$ cat src/rtl/mul_issue_ctrl_pkg.sv
// Shared ALU control codes and MUL sequencer state encoding.
// Imported by ALU_Control, the ALU and the EX-stage multiply sequencer.
package mul_issue_ctrl_pkg;

  localparam logic [3:0] ALU_AND  = 4'b0000;
  localparam logic [3:0] ALU_XOR  = 4'b0001;
  localparam logic [3:0] ALU_SLL  = 4'b0010;
  localparam logic [3:0] ALU_ADD  = 4'b0011;
  localparam logic [3:0] ALU_SUB  = 4'b0100;
  localparam logic [3:0] ALU_MUL  = 4'b0101;
  localparam logic [3:0] ALU_ADDI = 4'b0110;
  localparam logic [3:0] ALU_SRAI = 4'b0111;
  localparam logic [3:0] ALU_LWSW = 4'b1000;
  localparam logic [3:0] ALU_BEQ  = 4'b1001;

  typedef enum logic [1:0] {
    ST_IDLE = 2'd0,
    ST_BUSY = 2'd1,
    ST_DONE = 2'd2
  } mul_state_e;

endpackage

$ cat src/rtl/mul_issue_ctrl_shift_add_dp.sv
// Shift-add multiply datapath: operand/accumulator registers and the
// per-step partial-product adder. Sequencing lives in mul_issue_ctrl.
module mul_shift_add_dp #(
  parameter int XLEN = 32,
  parameter int STEP = 1
) (
  input  logic            clk,
  input  logic            rst_n,
  input  logic            load,
  input  logic            step,
  input  logic [XLEN-1:0] op_a,
  input  logic [XLEN-1:0] op_b,
  output logic [XLEN-1:0] acc_nxt
);

  logic [XLEN-1:0] a_q;
  logic [XLEN-1:0] b_q;
  logic [XLEN-1:0] acc_q;
  logic [XLEN-1:0] pp;

  // a * b[STEP-1:0] as a sum of shifted copies of a, mod 2^XLEN.
  always_comb begin
    pp = '0;
    for (int j = 0; j < STEP; j++) begin
      if (b_q[j]) begin
        pp = pp + (a_q << j);
      end
    end
  end

  assign acc_nxt = acc_q + pp;

  // Load clears the accumulator; each step consumes STEP multiplier bits.
  always_ff @(posedge clk or negedge rst_n) begin
    if (!rst_n) begin
      a_q   <= '0;
      b_q   <= '0;
      acc_q <= '0;
    end else if (load) begin
      a_q   <= op_a;
      b_q   <= op_b;
      acc_q <= '0;
    end else if (step) begin
      a_q   <= a_q << STEP;
      b_q   <= b_q >> STEP;
      acc_q <= acc_nxt;
    end
  end

endmodule

$ cat src/rtl/mul_issue_ctrl.sv
// EX-stage multiply sequencer: detects MUL, stalls the pipeline and
// drives the iterative shift-add datapath until the low product is ready.
module mul_issue_ctrl
  import mul_issue_ctrl_pkg::*;
#(
  parameter int XLEN = 32,
  parameter int STEP = 1
) (
  input  logic            clk_i,
  input  logic            rst_i,
  input  logic            valid_i,
  input  logic [3:0]      alu_ctrl_i,
  input  logic [XLEN-1:0] rs1_data_i,
  input  logic [XLEN-1:0] rs2_data_i,
  input  logic            flush_i,
  output logic            stall_o,
  output logic            busy_o,
  output logic            result_valid_o,
  output logic [XLEN-1:0] result_o
);

  localparam int N = XLEN / STEP;
  localparam int CW = (N > 1) ? $clog2(N) : 1;
  localparam logic [CW-1:0] LAST = CW'(N - 1);

  mul_state_e      state_q;
  mul_state_e      state_d;
  logic [CW-1:0]   cnt_q;
  logic            start;
  logic            step;
  logic            last;
  logic [XLEN-1:0] acc_nxt;

  assign start = (state_q == ST_IDLE) && valid_i
              && (alu_ctrl_i == ALU_MUL) && !flush_i;
  assign step  = (state_q == ST_BUSY) && !flush_i;
  assign last  = (cnt_q == LAST);

  mul_shift_add_dp #(
    .XLEN (XLEN),
    .STEP (STEP)
  ) u_dp (
    .clk     (clk_i),
    .rst_n   (rst_i),
    .load    (start),
    .step    (step),
    .op_a    (rs1_data_i),
    .op_b    (rs2_data_i),
    .acc_nxt (acc_nxt)
  );

  // Sequencer state register.
  always_ff @(posedge clk_i or negedge rst_i) begin
    if (!rst_i) begin
      state_q <= ST_IDLE;
    end else begin
      state_q <= state_d;
    end
  end

  // Next state; a flush in BUSY abandons the multiply.
  always_comb begin
    state_d = state_q;
    unique case (state_q)
      ST_IDLE: if (start) state_d = ST_BUSY;
      ST_BUSY: begin
        if (flush_i) begin
          state_d = ST_IDLE;
        end else if (last) begin
          state_d = ST_DONE;
        end
      end
      ST_DONE: state_d = ST_IDLE;
      default: state_d = ST_IDLE;
    endcase
  end

  // Outputs; stall is low in DONE so the MUL leaves EX that cycle.
  always_comb begin
    busy_o         = (state_q == ST_BUSY);
    result_valid_o = (state_q == ST_DONE);
    stall_o        = rst_i && (start || step);
  end

  // Iteration counter, restarted on every new MUL.
  always_ff @(posedge clk_i or negedge rst_i) begin
    if (!rst_i) begin
      cnt_q <= '0;
    end else if (start) begin
      cnt_q <= '0;
    end else if (step) begin
      cnt_q <= cnt_q + 1'b1;
    end
  end

  // Result register only moves on BUSY->DONE.
  always_ff @(posedge clk_i or negedge rst_i) begin
    if (!rst_i) begin
      result_o <= '0;
    end else if (step && last) begin
      result_o <= acc_nxt;
    end
  end

endmodule

$ cat config.mk
export PLATFORM = sky130hd
export DESIGN_NAME = mul_issue_ctrl
export DESIGN_NICKNAME = d
export VERILOG_FILES = /design/src/rtl/mul_issue_ctrl_pkg.sv /design/src/rtl/mul_issue_ctrl_shift_add_dp.sv /design/src/rtl/mul_issue_ctrl.sv
export SDC_FILE = /design/constraint.sdc
export NUM_CORES = 1
export LEC_CHECK = 0
export ABC_AREA = 1
export CORE_ASPECT_RATIO = 0.5
export CORE_MARGIN = 8
export CORE_UTILIZATION = 35
export CTS_BUF_LIST = sky130_fd_sc_hd__clkbuf_16
export DETAILED_ROUTE_END_ITERATION = 12
export GPL_ROUTABILITY_DRIVEN = 1
export GPL_TIMING_DRIVEN = 0
export PLACE_DENSITY = 0.61
export SKIP_CTS_REPAIR_TIMING = 1
export SLEW_MARGIN = 30
export SYNTH_ARGS = -nofsm -noshare
export SYNTH_HDL_FRONTEND = slang
export SYNTH_SLANG_ARGS = --single-unit
$ cat constraint.sdc
create_clock -name clk_i -period 2.6 [get_ports clk_i]
set_input_delay 0.65 -clock clk_i [delete_from_list [all_inputs] [get_ports clk_i]]
set_output_delay 0.65 -clock clk_i [all_outputs]
set_load 0.03 [all_outputs]
==> results of run 1 <==
layer usage:
layer | up-vias | part of all wire (%)
met1 | 3672 | 48
met4 | 0 | 1.5
li1 | 3831 | -
met5 | - | 0
met2 | 205 | 45
met3 | 31 | 5.6
metrics by stage:
stage               power [uW]  cells
floorplan                 4170   1142
global placement          4760   1555
detailed placement        4810   1556
CTS                       7310   1588
global route              7730   1594
finish                    7280   1594
logic make-up after synthesis:
kind of cell / count (synthesis) / synth area share [%]
fa+ha+maj: 34 / 5.37
buf+inv: 203 / 9.72
xor+xnor: 15 / 1.63
simple gates: 651 / 32.2
flops: 135 / 41.9
compound gates: 104 / 9.12
final cells by class:
type,instances,area (um^2)
sequential,135,3380
clock inverter,15,165
tap,307,384
inverter,167,639
clock buffer,17,425
fill,2283,12400
timing repair buffer,115,1160
buffer,34,151
multi-input combinational,804,3950
sequential cells by signal, indices dropped and copies added (netlist names):
name,flops
u_dp.acc_q,32
u_dp.a_q,32
result_o,32
cnt_q,5
state_q,2
u_dp.b_q,32
placed cells by master (no fill, tap or decap), types with 17 or more instances in the layout:
master / instances
a21oi_1: 22
buf_2: 17
clkbuf_16: 17
clkdlybuf4s50_1: 102
dfrtp_1: 134
ha_1: 32
inv_1: 162
nand2_1: 507
nand3_1: 79
nor2_1: 44
o211ai_1: 27
o21ai_0: 20
worst max-delay path, delay by kind of cell, from the launching register on:
| kind | cells | cell delay [ns] |
|---|---|---|
| simple gates | 9 | 1.18 |
| flops | 1 | 0.47 |
| buf+inv | 4 | 0.40 |
| fa+ha+maj | 1 | 0.33 |
report_power, final:
part | internal [uW] | switching (uW)
clock network | 1430 | 1040
logic | 782 | 1170
registers | 2550 | 307
total | 4760 | 2520
worst max-delay path by stage:
stage	from	endpoint	cells after the start
CTS	flush_i	stall_o	8
detailed placement	flush_i	stall_o	8
global route	u_dp.b_q[0]	u_dp.acc_q[30]	14
global placement	rst_i	stall_o	4
floorplan	flush_i	stall_o	6
finish	u_dp.b_q[0]	u_dp.acc_q[25]	14
==> flow_summary.html, run 1 <==
<table>
<tr><th>Metric</th><th>Value</th></tr>
<tr><th colspan="2">Outcome</th></tr>
<tr><td>Outcome</td><td>finished, final reports clean</td></tr>
<tr><th colspan="2">Synthesis</th></tr>
<tr><td>Part of the Yosys area used for sequential elements</td><td>41.9%</td></tr>
<tr><td>Most frequently used flop master after synthesis</td><td>dfrtp_1</td></tr>
<tr><td>Number of unique standard cell types used by synthesis</td><td>28</td></tr>
<tr><td>Top-area cell type share of the netlist area</td><td>about two fifths</td></tr>
<tr><td>Count of state elements after synthesis</td><td>~140</td></tr>
<tr><td>Number of cells produced by synthesis</td><td>1,142</td></tr>
<tr><td>Proportion of synthesized flip-flops having asynchronous set or reset</td><td>between 90% and 100%</td></tr>
<tr><td>Yosys warns</td><td>0</td></tr>
<tr><td>Netlist area before placement</td><td>8060 um^2</td></tr>
<tr><td>Leading cell type by number of instances after synthesis</td><td>nand2_1</td></tr>
<tr><td>Top area cells in the synthesized netlist</td><td>dfrtp_1, nand2_1, inv_1</td></tr>
<tr><td>Synth Net Count</td><td>1,248</td></tr>
<tr><td>Count of flip-flops with a built-in enable after synthesis</td><td>0</td></tr>
<tr><td>Cell type with the largest total area after synthesis</td><td>dfrtp_1</td></tr>
<tr><td>Most frequent cells after synthesis</td><td>nand2_1, inv_1, dfrtp_1, nand3_1, nor2_1</td></tr>
<tr><td>Synthesized area per cell</td><td>around 7 um^2</td></tr>
<tr><th colspan="2">STA</th></tr>
<tr><td>Peak Freq</td><td>approximately 400 MHz</td></tr>
<tr><td>Final worst hold slack</td><td>about 0.12 ns</td></tr>
<tr><td>Final slew viol count</td><td>0</td></tr>
<tr><td>Summed negative setup slack over all endpoints</td><td>0 ns</td></tr>
<tr><td>Pin slew with the least headroom to its limit</td><td>approximately 0.76 ns</td></tr>
<tr><td>Hold Fails Final Rpt</td><td>0</td></tr>
<tr><td>RSZ-0062 raised after global routing</td><td>false</td></tr>
<tr><td>Final count of negative-setup-slack endpoints</td><td>0</td></tr>
<tr><td>Tcrit/Tclk final</td><td>a little over nine tenths</td></tr>
<tr><td>Post-layout min period</td><td>~2.5 ns</td></tr>
<tr><td>Clock skew</td><td>approximately 0.013 ns</td></tr>
<tr><td>Final worst setup slack</td><td>~0.095 ns</td></tr>
<tr><td>Relative slew margins</td><td>between 40% and 50%</td></tr>
<tr><th colspan="2">Worst setup path</th></tr>
<tr><td>R2R Path End</td><td>u_dp.acc_q[25]</td></tr>
<tr><td>Delay of the slowest critical-path stage</td><td>between 0.4 and 0.5 ns</td></tr>
<tr><td>Cell with the largest stage delay on the worst path</td><td>dfrtp_2</td></tr>
<tr><td>CP Cell Sequence</td><td>buf_2, nand2_1, inv_1, ha_1, nand2_1, inv_1, nand2_1, nand2_1, inv_1, nand3_1, nand2_1, nand4_1, nand3_1, nand2_1</td></tr>
<tr><td>Kind of end point of the critical path</td><td>register</td></tr>
<tr><td>Worst endpoint required time</td><td>approximately 2.9 ns</td></tr>
<tr><td>R2r setup slk</td><td>about 0.095 ns</td></tr>
<tr><td>Critical Path Fanout Max</td><td>10</td></tr>
<tr><td>Data arrival time of the worst path</td><td>approximately 2.8 ns</td></tr>
<tr><td>Startpoint of the lowest-slack register-to-register path</td><td>u_dp.b_q[0]</td></tr>
<tr><td>Kind of start point of the critical path</td><td>register</td></tr>
<tr><td>Class of the most critical setup path</td><td>register to register</td></tr>
<tr><td>Worst path most repeated cell</td><td>nand2_1</td></tr>
<tr><td>Reg2reg path depth</td><td>14</td></tr>
<tr><th colspan="2">Die</th></tr>
<tr><td>Horiz. Die Dim</td><td>between 200 and 250 um</td></tr>
<tr><td>Area enclosed by the die boundary</td><td>28,400 um^2</td></tr>
<tr><td>Vertical die dimension</td><td>about 120 um</td></tr>
<tr><td>Core area</td><td>approximately 23,000 um^2</td></tr>
<tr><td>Initial core utilization</td><td>between 30% and 40%</td></tr>
<tr><td>Standard-cell row count</td><td>39</td></tr>
<tr><td>Top-Level Pins</td><td>around 110</td></tr>
<tr><th colspan="2">Drt</th></tr>
<tr><td>Average wire length per cell after detail routing</td><td>16.4 um</td></tr>
<tr><td>Drt first-iter violations</td><td>between 700 and 800</td></tr>
<tr><td>Antenna-violating nets left</td><td>0</td></tr>
<tr><td>Drt drc</td><td>0</td></tr>
<tr><td>Via density per instance</td><td>slightly below 5</td></tr>
<tr><td>Total routed wirelength</td><td>26.2 mm</td></tr>
<tr><td>Via total after detailed routing</td><td>7,739</td></tr>
<tr><td>Count of TritonRoute iterations in the first routing pass</td><td>7</td></tr>
<tr><th colspan="2">CTS</th></tr>
<tr><td>Buffers from clock root to sink, at most</td><td>2</td></tr>
<tr><td>Clock slew at reported path FFs</td><td>approximately 0.070 ns</td></tr>
<tr><td>Number of clock sinks seen by CTS</td><td>roughly 140</td></tr>
<tr><td>Root buffer cell</td><td>clkbuf_16</td></tr>
<tr><td>Clock insertion delay at the later pin of the skew report</td><td>between 0.4 and 0.5 ns</td></tr>
<tr><td># H-tree levels</td><td>4</td></tr>
<tr><td>Clock buffer count from CTS</td><td>17</td></tr>
<tr><td>CTS tree</td><td>done</td></tr>
<tr><th colspan="2">Pwr</th></tr>
<tr><td>Largest voltage drop on the vdd net</td><td>0.335 mV</td></tr>
<tr><td>Power density over cell area</td><td>between 700 and 800 nW/um^2</td></tr>
<tr><td>Leakage Power</td><td>between 0.005 and 0.006 uW</td></tr>
<tr><th colspan="2">Cells and area</th></tr>
<tr><td>Fraction of final layout cells with drive strength greater than 1</td><td>6.99%</td></tr>
<tr><td>Final Net Count</td><td>approximately 1,400</td></tr>
<tr><td>Design Area, Final</td><td>10,300 um^2</td></tr>
<tr><td>Antenna diodes</td><td>0</td></tr>
<tr><td>Area growth, synth to finish</td><td>27.3%</td></tr>
<tr><td>Final core area utilization</td><td>45.2%</td></tr>
<tr><th colspan="2">Run</th></tr>
<tr><td>Count of max-cap constraint violations</td><td>0</td></tr>
<tr><th colspan="2">Placement</th></tr>
<tr><td>Setup slack at placement</td><td>-1.23 ns</td></tr>
<tr><td>Final weighted congestion in routability-driven placement</td><td>~0.93</td></tr>
<tr><td>Final HPWL from detailed placement</td><td>about 20 mm</td></tr>
<tr><td>Count of input and output buffers</td><td>106</td></tr>
<tr><td>Post-Place Cell Area</td><td>between 9000 and 10,000 um^2</td></tr>
<tr><th colspan="2">Global route</th></tr>
<tr><td>Maximum number of pins on one net before global-route repair</td><td>87</td></tr>
<tr><td>Met1 usage in global routing</td><td>25.8%</td></tr>
<tr><td>Number of antenna violations at the first check in global routing</td><td>0</td></tr>
<tr><td>Wire length of the first global-routing pass</td><td>~41 mm</td></tr>
<tr><td>Total overflow reported by the global router</td><td>0</td></tr>
<tr><td>Met3 routing resource usage after global routing</td><td>under 10%</td></tr>
<tr><td>GRT Total Usage</td><td>18.6%</td></tr>
<tr><td>Most used routing layer</td><td>met2</td></tr>
<tr><td>Via count of the first global-routing pass</td><td>about 7,500</td></tr>
<tr><td>GR met2 Demand/Resource</td><td>29.5%</td></tr>
<tr><th colspan="2">Min path</th></tr>
<tr><td>Worst hold path class</td><td>input pin to asynchronous set/reset pin</td></tr>
</table>
Power figures use the tool's default switching activity.
==> run 2, diff against run 1 <==
PLACE_DENSITY = 0.59   (was 0.61)
SLEW_MARGIN = 0   (was 30)
==> run 2 against run 1 <==
- worst setup slack lost 0.0040 ns
- hold slack gained 0.017 ns
- flip-flop and latch count is the same
- register-to-register slack gained 0.06 ns
- core utilization grew 0.42 points
- cell count grew 0.38%
- first-iteration DRC count shrank 11%
- critical path type is now input pin to output pin
- highest routed layer unchanged
==> flow_summary.html, run 2 (synthesis gave the netlist of run 1 again) <==
<table>
<tr><th>Metric</th><th>Value</th></tr>
<tr><th colspan="2">Outcome</th></tr>
<tr><td>Outcome</td><td>finished, final reports clean</td></tr>
<tr><th colspan="2">STA</th></tr>
<tr><td>Final slew viol count</td><td>0</td></tr>
<tr><td>Tcrit/Tclk final</td><td>between 90 and 100%</td></tr>
<tr><td>Clock skew</td><td>approximately 0.012 ns</td></tr>
<tr><td>Relative slew margins</td><td>47.7%</td></tr>
<tr><td>Final count of negative-setup-slack endpoints</td><td>0</td></tr>
<tr><td>Post-layout min period</td><td>between 2 and 3 ns</td></tr>
<tr><td>Pin slew with the least headroom to its limit</td><td>0.784 ns</td></tr>
<tr><td>Peak Freq</td><td>~400 MHz</td></tr>
<tr><td>Final worst hold slack</td><td>between 0.1 and 0.15 ns</td></tr>
<tr><td>RSZ-0062 raised after global routing</td><td>false</td></tr>
<tr><td>Hold Fails Final Rpt</td><td>0</td></tr>
<tr><th colspan="2">Drt</th></tr>
<tr><td>Sum of routed wire segments on met1</td><td>13.2 mm</td></tr>
<tr><td>Uppermost metal layer occupied by signal nets</td><td>met4</td></tr>
<tr><td>Total routed wirelength</td><td>~27 mm</td></tr>
<tr><td>Via density per instance</td><td>around 4.8</td></tr>
<tr><td>Drt drc</td><td>0</td></tr>
<tr><td>Count of TritonRoute iterations in the first routing pass</td><td>7</td></tr>
<tr><td>Detailed route wirelength on metal3</td><td>around 1.2 mm</td></tr>
<tr><td>Average wire length per cell after detail routing</td><td>16.7 um</td></tr>
<tr><td>Drt first-iter violations</td><td>between 600 and 700</td></tr>
<tr><td>Antenna-violating nets left</td><td>0</td></tr>
<tr><td>Sum of met2 wire segment lengths after detailed routing</td><td>11.9 mm</td></tr>
<tr><td>Via total after detailed routing</td><td>between 7,000 and 8,000</td></tr>
<tr><th colspan="2">Die</th></tr>
<tr><td>Area enclosed by the die boundary</td><td>28,400 um^2</td></tr>
<tr><td>Top-Level Pins</td><td>about 110</td></tr>
<tr><td>Vertical die dimension</td><td>between 100 and 150 um</td></tr>
<tr><td>Standard-cell row count</td><td>39</td></tr>
<tr><td>Initial core utilization</td><td>35.5%</td></tr>
<tr><td>Horiz. Die Dim</td><td>around 230 um</td></tr>
<tr><td>Core area</td><td>approximately 23,000 um^2</td></tr>
<tr><th colspan="2">CTS</th></tr>
<tr><td># H-tree levels</td><td>4</td></tr>
<tr><td>Clock insertion delay at the later pin of the skew report</td><td>about 0.44 ns</td></tr>
<tr><td>Buffers from clock root to sink, at most</td><td>2</td></tr>
<tr><td>Clock slew at reported path FFs</td><td>approximately 0.06 ns</td></tr>
<tr><td>Clock buffer count from CTS</td><td>17</td></tr>
<tr><td>Number of clock sinks seen by CTS</td><td>135</td></tr>
<tr><td>Root buffer cell</td><td>clkbuf_16</td></tr>
<tr><td>CTS tree</td><td>done</td></tr>
<tr><th colspan="2">Worst setup path</th></tr>
<tr><td>Kind of end point of the critical path</td><td>output pin</td></tr>
<tr><td>Startpoint of the lowest-slack register-to-register path</td><td>u_dp.b_q[0]</td></tr>
<tr><td>R2r setup slk</td><td>~0.16 ns</td></tr>
<tr><td>Data arrival time of the worst path</td><td>around 1.9 ns</td></tr>
<tr><td>R2R Path End</td><td>result_o[30]</td></tr>
<tr><td>Worst endpoint required time</td><td>1.95 ns</td></tr>
<tr><td>Critical Path Fanout Max</td><td>6</td></tr>
<tr><td>Kind of start point of the critical path</td><td>input pin</td></tr>
<tr><td>Class of the most critical setup path</td><td>input pin to output pin</td></tr>
<tr><td>Reg2reg path depth</td><td>15</td></tr>
<tr><th colspan="2">Cells and area</th></tr>
<tr><td>Top library cells by usage in the layout, fill and taps aside</td><td>nand2_1, inv_1, dfrtp_1, clkdlybuf4s50_1, nand3_1</td></tr>
<tr><td>Design Area, Final</td><td>10,300 um^2</td></tr>
<tr><td>Final Net Count</td><td>1,386</td></tr>
<tr><td>Fillers</td><td>2,308</td></tr>
<tr><td>Leading cell type in the layout, fill and taps excluded</td><td>nand2_1</td></tr>
<tr><td>Antenna diodes</td><td>0</td></tr>
<tr><td>Area growth, synth to finish</td><td>28.5%</td></tr>
<tr><td>Fraction of final layout cells with drive strength greater than 1</td><td>7.97%</td></tr>
<tr><th colspan="2">Pwr</th></tr>
<tr><td>Clock share of power</td><td>between 30% and 40%</td></tr>
<tr><td>Power share of the sequential group</td><td>38.4%</td></tr>
<tr><td>Power density over cell area</td><td>between 700 and 800 nW/um^2</td></tr>
<tr><td>Share of total power in combinational logic</td><td>a little over a quarter</td></tr>
<tr><td>Internal power</td><td>between 4000 and 5000 uW</td></tr>
<tr><td>Switching share of power</td><td>34.4%</td></tr>
<tr><td>Leakage Power</td><td>0.00561 uW</td></tr>
<tr><td>Total net switching power</td><td>around 2600 uW</td></tr>
<tr><td>Largest voltage drop on the vdd net</td><td>about 0.36 mV</td></tr>
<tr><th colspan="2">Placement</th></tr>
<tr><td>Count of input and output buffers</td><td>about 110</td></tr>
<tr><td>Post-Place Cell Area</td><td>approximately 9500 um^2</td></tr>
<tr><td>Final weighted congestion in routability-driven placement</td><td>0.889</td></tr>
<tr><td>Final HPWL from detailed placement</td><td>slightly above 20 mm</td></tr>
<tr><th colspan="2">Global route</th></tr>
<tr><td>Total overflow reported by the global router</td><td>0</td></tr>
<tr><td>Via count of the first global-routing pass</td><td>7,498</td></tr>
<tr><td>Number of antenna violations at the first check in global routing</td><td>0</td></tr>
<tr><td>Wire length of the first global-routing pass</td><td>around 42 mm</td></tr>
<tr><td>Maximum number of pins on one net before global-route repair</td><td>slightly above 90</td></tr>
<tr><td>GRT Total Usage</td><td>a little under a fifth</td></tr>
<tr><th colspan="2">Min path</th></tr>
<tr><td>Worst hold path class</td><td>input pin to asynchronous set/reset pin</td></tr>
<tr><th colspan="2">Run</th></tr>
<tr><td>Count of max-cap constraint violations</td><td>0</td></tr>
</table>
[run 2: power groups by stage]
stage | Combinational [uW] | Sequential, uW | Clock, uW
5_1_grt | 2240 | 2910 | 2740
2_1_floorplan | 1390 | 2770 | 0
3_3_place_gp | 1900 | 2870 | 0
6_report | 1980 | 2850 | 2600
3_5_place_dp | 1940 | 2870 | 0
4_1_cts | 1950 | 2830 | 2640
[run 2: metrics by stage]
stage / setup TNS (ns) / setup WS [ns] / power, uW / instances / utilization, %
after floorplan: 0 / 0.0348 / 4170 / 1142 / -
after global placement: -647.26 / -4.86 / 4760 / 1555 / 41.9
after detailed placement: -9.94 / -1.20 / 4810 / 1556 / 42.0
after CTS: -7.31 / -1.21 / 7420 / 1588 / 44.7
after global routing: 0 / 0.00408 / 7890 / 1600 / 45.6
final: 0 / 0.0912 / 7430 / 1600 / 45.6
[run 2: worst max path at each step]
stage | start | endpoint | slack (ns)
floorplan | flush_i | stall_o | 0.03
global placement | rst_i | stall_o | -4.86
detailed placement | flush_i | stall_o | -1.20
CTS | flush_i | stall_o | -1.21
global route | u_dp.b_q[0] | u_dp.acc_q[30] | 0.004
finish | alu_ctrl_i[1] | stall_o | 0.09
[run 2: metal layers]
layer | vias to the layer above | GRT usage [%]
li1 | 3861 | -
met1 | 3663 | 26.4
met2 | 185 | 29.2
met3 | 29 | 3.92
met4 | 0 | 5.40
met5 | - | 0
[run 2: critical path, cell delays in order]
cell and delay, ns:
clkdlybuf4s50_1 0.39, nor2_1 0.10, nand3_1 0.07, inv_1 0.09, nand2_4 0.08, nand2_4 0.13, clkinv_8 0.09, nor2_4 0.11
buf_6 0.13
[run 2: cell type report]
class	instances	area (um^2)	area share, %
Clock inverter	15	191	1.85
Timing Repair Buffer	121	1200	11.6
Clock buffer	17	425	4.11
Sequential cell	135	3380	32.7
Tap cell	307	384	3.71
Inverter	167	639	6.18
Buffer	34	154	1.49
Multi-Input combinational cell	804	3970	38.4
==> run 3, diff against run 2 <==
HOLD_SLACK_MARGIN = 0.03   (was unset)
clock period = 2.4 ns   (was 2.6 ns; I/O delays follow)
==> run 3 against run 2 <==
- the run now ends with setup timing left
- die area did not move
- via count rose by 0.63%
- hold slack got worse by 0.082 ns
- clock skew barely moved
- critical endpoint unchanged
- largest power group unchanged
- wire length rose by 2.1%
- critical path depth fell by 2
- power rose by 8.4%
- clock power fell by 7%
- sequential power rose by 11%
==> flow_summary.html, run 3 (synthesis gave the netlist of run 1 again) <==
<table>
<tr><th>Metric</th><th>Value</th></tr>
<tr><th colspan="2">Worst setup path</th></tr>
<tr><td>Class of the most critical setup path</td><td>register to output pin</td></tr>
<tr><td>Startpoint of the lowest-slack register-to-register path</td><td>u_dp.b_q[0]</td></tr>
<tr><td>Critical Path Fanout Max</td><td>7</td></tr>
<tr><td>Kind of end point of the critical path</td><td>output pin</td></tr>
<tr><td>R2R Path End</td><td>u_dp.acc_q[11]</td></tr>
<tr><td>Kind of start point of the critical path</td><td>register</td></tr>
<tr><td>Reg2reg path depth</td><td>12</td></tr>
<tr><td>Data arrival time of the worst path</td><td>around 1.9 ns</td></tr>
<tr><td>R2r setup slk</td><td>approximately 0.090 ns</td></tr>
<tr><td>Worst endpoint required time</td><td>about 1.8 ns</td></tr>
<tr><th colspan="2">Pwr</th></tr>
<tr><td>Power density over cell area</td><td>748 nW/um^2</td></tr>
<tr><td>Largest voltage drop on the vdd net</td><td>between 0.4 and 0.5 mV</td></tr>
<tr><td>Leakage Power</td><td>0.00563 uW</td></tr>
<tr><th colspan="2">Cells and area</th></tr>
<tr><td>Final core area utilization</td><td>between 40% and 50%</td></tr>
<tr><td>Top library cells by usage in the layout, fill and taps aside</td><td>nand2_1, inv_1, dfrtp_1, clkdlybuf4s50_1, nand3_1</td></tr>
<tr><td>Final Net Count</td><td>1,393</td></tr>
<tr><td>Antenna diodes</td><td>0</td></tr>
<tr><td>Area occupied by multi-input gates</td><td>~4400 um^2</td></tr>
<tr><td>Number of cells in the finished layout apart from fillers</td><td>1,607</td></tr>
<tr><td>Fraction of final layout cells with drive strength greater than 1</td><td>13.8%</td></tr>
<tr><td>Register area</td><td>around 3400 um^2</td></tr>
<tr><td>Area growth, synth to finish</td><td>33.8%</td></tr>
<tr><td>Leading cell type in the layout, fill and taps excluded</td><td>nand2_1</td></tr>
<tr><td>Fillers</td><td>around 2,300</td></tr>
<tr><th colspan="2">Placement</th></tr>
<tr><td>Final HPWL from detailed placement</td><td>20.4 mm</td></tr>
<tr><td>Count of input and output buffers</td><td>between 100 and 150</td></tr>
<tr><td>Cells after DPL</td><td>roughly 1,600</td></tr>
<tr><td>Final weighted congestion in routability-driven placement</td><td>approximately 0.89</td></tr>
<tr><td>Setup slack at placement</td><td>-1.33 ns</td></tr>
<tr><th colspan="2">CTS</th></tr>
<tr><td>Clock slew at reported path FFs</td><td>~0.060 ns</td></tr>
<tr><td>CTS tree</td><td>done</td></tr>
<tr><td># H-tree levels</td><td>4</td></tr>
<tr><td>Clock buffer count from CTS</td><td>17</td></tr>
<tr><td>Number of clock sinks seen by CTS</td><td>roughly 140</td></tr>
<tr><td>Clock insertion delay at the later pin of the skew report</td><td>about 0.43 ns</td></tr>
<tr><td>Root buffer cell</td><td>clkbuf_16</td></tr>
<tr><td>Buffers from clock root to sink, at most</td><td>2</td></tr>
<tr><th colspan="2">STA</th></tr>
<tr><td>Summed negative setup slack over all endpoints</td><td>-0.0467 ns</td></tr>
<tr><td>Final slew viol count</td><td>0</td></tr>
<tr><td>RSZ-0062 raised after global routing</td><td>true</td></tr>
<tr><td>Final worst hold slack</td><td>~0.053 ns</td></tr>
<tr><td>Clock skew</td><td>0.0119 ns</td></tr>
<tr><td>Final count of negative-setup-slack endpoints</td><td>1</td></tr>
<tr><td>Pin slew with the least headroom to its limit</td><td>between 0.7 and 0.8 ns</td></tr>
<tr><td>Hold Fails Final Rpt</td><td>0</td></tr>
<tr><td>Peak Freq</td><td>409 MHz</td></tr>
<tr><td>Relative slew margins</td><td>between 40% and 50%</td></tr>
<tr><td>Post-layout min period</td><td>roughly 2.4 ns</td></tr>
<tr><td>Final worst setup slack</td><td>-0.0467 ns</td></tr>
<tr><td>Tcrit/Tclk final</td><td>102%</td></tr>
<tr><th colspan="2">Outcome</th></tr>
<tr><td>Violations in the final reports</td><td>setup timing</td></tr>
<tr><td>Outcome</td><td>finished with violations</td></tr>
<tr><th colspan="2">Global route</th></tr>
<tr><td>Total overflow reported by the global router</td><td>0</td></tr>
<tr><td>GRT Total Usage</td><td>18.8%</td></tr>
<tr><td>Maximum number of pins on one net before global-route repair</td><td>72</td></tr>
<tr><td>Wire length of the first global-routing pass</td><td>approximately 42 mm</td></tr>
<tr><td>Via count of the first global-routing pass</td><td>slightly below 8,000</td></tr>
<tr><td>Number of antenna violations at the first check in global routing</td><td>0</td></tr>
<tr><th colspan="2">Die</th></tr>
<tr><td>Top-Level Pins</td><td>about 110</td></tr>
<tr><td>Standard-cell row count</td><td>39</td></tr>
<tr><td>Core area</td><td>22,700 um^2</td></tr>
<tr><td>Horiz. Die Dim</td><td>approximately 230 um</td></tr>
<tr><td>Vertical die dimension</td><td>~120 um</td></tr>
<tr><td>Initial core utilization</td><td>35.5%</td></tr>
<tr><td>Area enclosed by the die boundary</td><td>about 28,000 um^2</td></tr>
<tr><th colspan="2">Drt</th></tr>
<tr><td>Via total after detailed routing</td><td>~7,800</td></tr>
<tr><td>Total routed wirelength</td><td>27.3 mm</td></tr>
<tr><td>Antenna-violating nets left</td><td>0</td></tr>
<tr><td>Via density per instance</td><td>roughly 4.8</td></tr>
<tr><td>Drt drc</td><td>0</td></tr>
<tr><td>Drt first-iter violations</td><td>approximately 590</td></tr>
<tr><td>Count of TritonRoute iterations in the first routing pass</td><td>5</td></tr>
<tr><td>Average wire length per cell after detail routing</td><td>17.0 um</td></tr>
<tr><th colspan="2">Min path</th></tr>
<tr><td>Worst hold path class</td><td>input pin to asynchronous set/reset pin</td></tr>
<tr><th colspan="2">Run</th></tr>
<tr><td>Count of max-cap constraint violations</td><td>0</td></tr>
</table>
## run 3: routing by layer
metal	global-route usage [%]	vias to the layer above	part of all wire, %
li1	-	3856	-
met1	26.2	3712	49
met2	29.0	177	44
met3	3.89	42	4.6
met4	6.70	0	2.6
met5	0	-	0
## run 3: how the worst max path moves through the flow
| stage | startpoint | endpoint | slack, ns |
|---|---|---|---|
| final | state_q[0] | stall_o | -0.05 |
| after global placement | rst_i | stall_o | -5.12 |
| after CTS | flush_i | stall_o | -1.34 |
| after floorplan | flush_i | stall_o | 0.07 |
| after detailed placement | flush_i | stall_o | -1.33 |
| after global routing | state_q[1] | stall_o | -0.15 |
## run 3: critical path: stages (launching register included)
cell	delay [ns]
dfrtp_1	0.43
inv_2	0.08
nor3_4	0.32
inv_2	0.13
nand2_8	0.13
clkinv_16	0.08
nor2_4	0.10
buf_6	0.13
## run 3: where the power goes
part	internal [uW]	switching [uW]
Combinational	1080	1390
Sequential	2760	399
Clock	1320	1100
## run 3: area by class of cell
class	count	share of cell area [%]
tap	307	3.56
multi-input combinational	804	40.8
timing repair buffer	128	11.7
clock inverter	15	0.952
inverter	167	6.06
clock buffer	17	3.95
sequential	135	31.4
buffer	34	1.54
## run 3: through the flow
step	area, um^2	power (uW)
floorplan	8060	4520
global placement	9500	5170
detailed placement	9530	5210
CTS	10100	7650
global route	10800	8540
finish	10800	8060
